===== src/rtl/bit_destuff.sv =====
// Receive-side CAN bit destuffer: removes the complementary stuff bit that follows
// every run of THRESH identical bits and flags a stuff error when it is missing.
module bit_destuff #(
    parameter int THRESH = 5,
    parameter int CNT_W  = 4
) (
    input  logic             clock,
    input  logic             reset,
    input  logic             enable,
    input  logic             sample_valid,
    input  logic             rx_bit,
    output logic             data_out,
    output logic             data_valid,
    output logic             stuff_drop,
    output logic             stuff_err,
    output logic             err_sticky,
    output logic [CNT_W-1:0] run_count
);

    typedef enum logic [1:0] {
        IDLE,
        COUNT,
        EXPECT,
        ERROR
    } state_t;

    localparam logic [CNT_W-1:0] THRESH_C = CNT_W'(THRESH);
    localparam logic [CNT_W-1:0] ONE_C    = CNT_W'(1);

    state_t           state_q;
    state_t           state_d;
    logic [CNT_W-1:0] run_d;
    logic             last_q;
    logic             last_d;
    logic [CNT_W-1:0] run_inc;

    logic dout_d;
    logic dv_d;
    logic drop_d;
    logic err_d;
    logic sticky_d;

    // Saturating increment: the run length never wraps past THRESH.
    assign run_inc = (run_count >= THRESH_C) ? THRESH_C : run_count + ONE_C;

    // State register and registered outputs.
    always_ff @(posedge clock) begin
        // NOTE: sequential state uses non-blocking assignments so every register
        // samples the pre-edge values, regardless of statement order.
        if (reset) begin
            state_q    <= IDLE;
            run_count  <= '0;
            last_q     <= 1'b1;
            data_out   <= 1'b1;
            data_valid <= 1'b0;
            stuff_drop <= 1'b0;
            stuff_err  <= 1'b0;
            err_sticky <= 1'b0;
        end else begin
            state_q    <= state_d;
            run_count  <= run_d;
            last_q     <= last_d;
            data_out   <= dout_d;
            data_valid <= dv_d;
            stuff_drop <= drop_d;
            stuff_err  <= err_d;
            err_sticky <= sticky_d;
        end
    end

    // Next-state and run tracking.
    always_comb begin
        // NOTE: every variable gets a default before any branch, so no path
        // leaves it unassigned and no latch is inferred.
        state_d = state_q;
        run_d   = run_count;
        last_d  = last_q;

        if (!enable) begin
            // Leaving the stuffing region discards any history, including a
            // pending stuff expectation at the end of the CRC sequence.
            state_d = IDLE;
            run_d   = '0;
            last_d  = 1'b1;
        end else if (sample_valid) begin
            unique case (state_q)
                IDLE: begin
                    state_d = COUNT;
                    run_d   = ONE_C;
                    last_d  = rx_bit;
                end
                COUNT: begin
                    if (rx_bit == last_q) begin
                        run_d = run_inc;
                    end else begin
                        run_d  = ONE_C;
                        last_d = rx_bit;
                    end
                    if (run_d == THRESH_C) begin
                        state_d = EXPECT;
                    end
                end
                EXPECT: begin
                    if (rx_bit != last_q) begin
                        // The stuff bit itself opens the next run.
                        state_d = COUNT;
                        run_d   = ONE_C;
                        last_d  = rx_bit;
                    end else begin
                        state_d = ERROR;
                    end
                end
                ERROR: begin
                    state_d = ERROR;
                end
                default: begin
                    state_d = IDLE;
                end
            endcase
        end
    end

    // Output decode; data_out holds its last value when nothing is emitted.
    always_comb begin
        dout_d   = data_out;
        dv_d     = 1'b0;
        drop_d   = 1'b0;
        err_d    = 1'b0;
        sticky_d = err_sticky;

        if (!enable) begin
            sticky_d = 1'b0;
            if (sample_valid) begin
                dv_d   = 1'b1;
                dout_d = rx_bit;
            end
        end else if (sample_valid) begin
            unique case (state_q)
                IDLE, COUNT: begin
                    dv_d   = 1'b1;
                    dout_d = rx_bit;
                end
                EXPECT: begin
                    if (rx_bit != last_q) begin
                        drop_d = 1'b1;
                    end else begin
                        err_d    = 1'b1;
                        sticky_d = 1'b1;
                    end
                end
                ERROR: begin
                    dv_d = 1'b0;
                end
                default: begin
                    dv_d = 1'b0;
                end
            endcase
        end
    end

endmodule


===== config.mk =====
export PLATFORM = sky130hd
export DESIGN_NAME = bit_destuff
export DESIGN_NICKNAME = d
export VERILOG_FILES = /design/src/rtl/bit_destuff.sv
export SDC_FILE = /design/constraint.sdc
export NUM_CORES = 1
export LEC_CHECK = 0
export ABC_AREA = 1
export CAP_MARGIN = 0
export CORE_AREA = 2 2 39 41
export CTS_CLUSTER_SIZE = 40
export DETAILED_ROUTE_END_ITERATION = 12
export DIE_AREA = 0 0 41 43
export PLACE_DENSITY_LB_ADDON = 0.12
export REMOVE_ABC_BUFFERS = 1
export SLEW_MARGIN = 20
export SYNTH_ARGS = -nofsm -noshare
export SYNTH_HDL_FRONTEND = slang
export SYNTH_SLANG_ARGS = --single-unit

===== constraint.sdc =====
create_clock -name clock -period 1.6 [get_ports clock]
set_clock_uncertainty 0.1 [all_clocks]
set_input_delay 0.16 -clock clock [delete_from_list [all_inputs] [get_ports clock]]
set_output_delay 0.16 -clock clock [all_outputs]
set_load 0.01 [all_outputs]

==> results_dict.tcl <==
set metrics [dict create \
    status "complete, no violations" \
    start_util 0.419 \
    yosysUniqueCellTypes 17 \
    layout_commonest_cell "nand2_1" \
    grt_pass1_vias 470 \
    cpPeakStageDelay_ps 520 \
    netlist_area_um2 579 \
    cap_viol_max_count 0 \
    cts_htree_levels 1 \
    die_y_um 43 \
    most-common-layout-cells "nand2_1 (19), inv_1 (14), clkdlybuf4s50_1 (13)" \
    ir_drop_mv 0.634 \
    drt_pass1_iterations 4 \
    antenna_left 0 \
    cp_slowest_cell "clkdlybuf4s50_1" \
    grt_pass1_wl_um 1810 \
    min_from "err_sticky" \
    avgViaCountPerCell 4.70 \
    synth_area_per_cell_um2 7.15 \
    yosys.area.top_type "dfxtp_1" \
    p_leak_nw 0.359 \
    ios 14 \
    drcViolationCount 0 \
    cts_max_path_buffers 2 \
    layout-drive-gt1-share 0.129 \
    comb_power_share 0.114 \
    clkLatencyLatePin_ps 270 \
    yosys_warnings 0 \
    dieWidth_um 41 \
    dp.final_hpwl_um 852 \
    synthSimpleGateAreaFrac 0.309 \
    critPathCaptureType "primary output" \
    period_share 0.946 \
    rsz0062_at_grt "false" \
    rows 14 \
    worstSetupPathType "flop to primary output" \
    drt_wl_total_um 1060 \
    maxSlewViolCount 0 \
    cp_max_fo 4 \
    synth_compound_area_frac 0.114 \
    p_per_area_mw_per_mm2 787 \
    crit_buf_inv 2 \
    fin_crit_ps 1510 \
    critPathArrivalTime_ps 1250 \
    synth_seq_cells 12 \
    muxShareOfSynthArea 0 \
    synth-xor-area-share 0 \
    clock-root-buffer "clkbuf_4" \
    cts_buffers 3 \
    drt_iter0_drc 6 \
    tritoncts "done" \
    fin_setup_tns_ps 0 \
    multi_input_area_um2 287 \
    setup_ws_ps 86.0 \
    setup_viol 0 \
    ys_seq_area_frac 0.415 \
    num_vias 550 \
    syn_to_final_growth_pct 36.9 \
    antenna_found_initial 0 \
    start_kind "flop" \
    crit_chain "buf_4, clkdlybuf4s50_1" \
    cts.sinks 12 \
    worstMarginPinSlew_ps 276 \
    nNetsFinal 110 \
    swShare 0.233 \
    finalHoldViolCount 0 \
    synth_top_area_frac 0.415 \
    clockPowerShare 0.385 \
    place_worst_setup_slack_ps 12.6 \
    fmax_mhz 661 \
    fillers 144 \
    synthCells 81 \
    port_buffers 13 \
    grt_overflow_total 0 \
    core_area_mm2 0.00138 \
    regArea_um2 241 \
    internal_power_mw 0.478 \
    hp-class "flop to flop" \
    crit_family "buffers and inverters" \
    relSlewSlack 0.815 \
    synthAdderAreaFrac 0.0648 \
    holdBufCountCts 0 \
    pwr-share-seq 0.501 \
    clkTransAtPathRegs_ps 70 \
    synth_area_leaders "dfxtp_1 (41%), nand2_1 (12%), inv_1 (9.1%)" \
    grt_usage 0.155 \
    cts.repair.resized 0 \
    die-area_mm2 0.00176 \
    grt_max_degree 8 \
    synth_top_family_by_area "simple AND/OR/NAND/NOR gates" \
    cp-startpoint "run_count[1]" \
    netSwitchingPower_mw 0.146 \
    cts_setup_buffers 0 \
    num_antenna_cells 0 \
    gp_congestion 0.823 \
    timing.rr.start "run_count[0]" \
    worstPathRequired_ps 1340 \
    wl_per_cell_um 9.03 \
    post-route-util 0.573 \
]
-- Yosys cell counts (all sizes together) --
library cell   n
nand2         20
inv           15
dfxtp         12
nor2          11
nand3          6
a21oi          5
ha             3
o21ai          3
nor3           2
a211o          1
a21o           1
o211a          1
or2            1
-- flip-flops by register name, summed over array words and instances (netlist names) --
name and cells:
state_q 2, stuff_drop 1, last_q 1, data_out 1, run_count 4, stuff_err 1, data_valid 1, err_sticky 1
-- power groups by stage --
stage	clock (mW)	combinational, mW	sequential [mW]
after detailed placement	0	0.0710	0.320
final	0.241	0.0709	0.313
after global placement	0	0.0703	0.320
after global routing	0.262	0.0794	0.314
after CTS	0.242	0.0711	0.313
after floorplan	0	0.0352	0.321
-- worst paths after layout --
path,end,slack [ps],depth (start not counted)
setup / recovery,run_count[1],90,2
hold reg to reg,err_sticky,360,1
hold / removal,err_sticky,360,1
setup reg to reg,state_q[1],140,9
-- layout make-up --
class,instances,share of cell area
tap,16,0.0252
timing repair buffer,16,0.192
multi-input combinational,54,0.361
sequential,12,0.304
clock buffer,4,0.0457
inverter,15,0.0710
-- metal layers --
layer	vias up	track usage	wire length, um
met1	243	0.179	488
met2	12	0.244	493
met3	2	0.0471	54
li1	293	-	-
met5	-	0	0
met4	0	0.0800	20
-- stage by stage --
stage | hold WS (ps) | cells | cell area (um2) | total power, mW
2_1_floorplan | 132 | 81 | 579 | 0.356
3_3_place_gp | 345 | 113 | 752 | 0.390
3_5_place_dp | 344 | 113 | 752 | 0.391
4_1_cts | 366 | 117 | 788 | 0.626
5_1_grt | 398 | 117 | 793 | 0.655
6_report | 359 | 117 | 793 | 0.624
-- logic make-up after synthesis --
kind of cell,after synthesis
and+or+nand+nor,40
adders and majority gates,3
DFF,12
buffers and inverters,15
AOI/OAI and AO/OA,11
No activity file was read; power rests on OpenSTA's default activity.
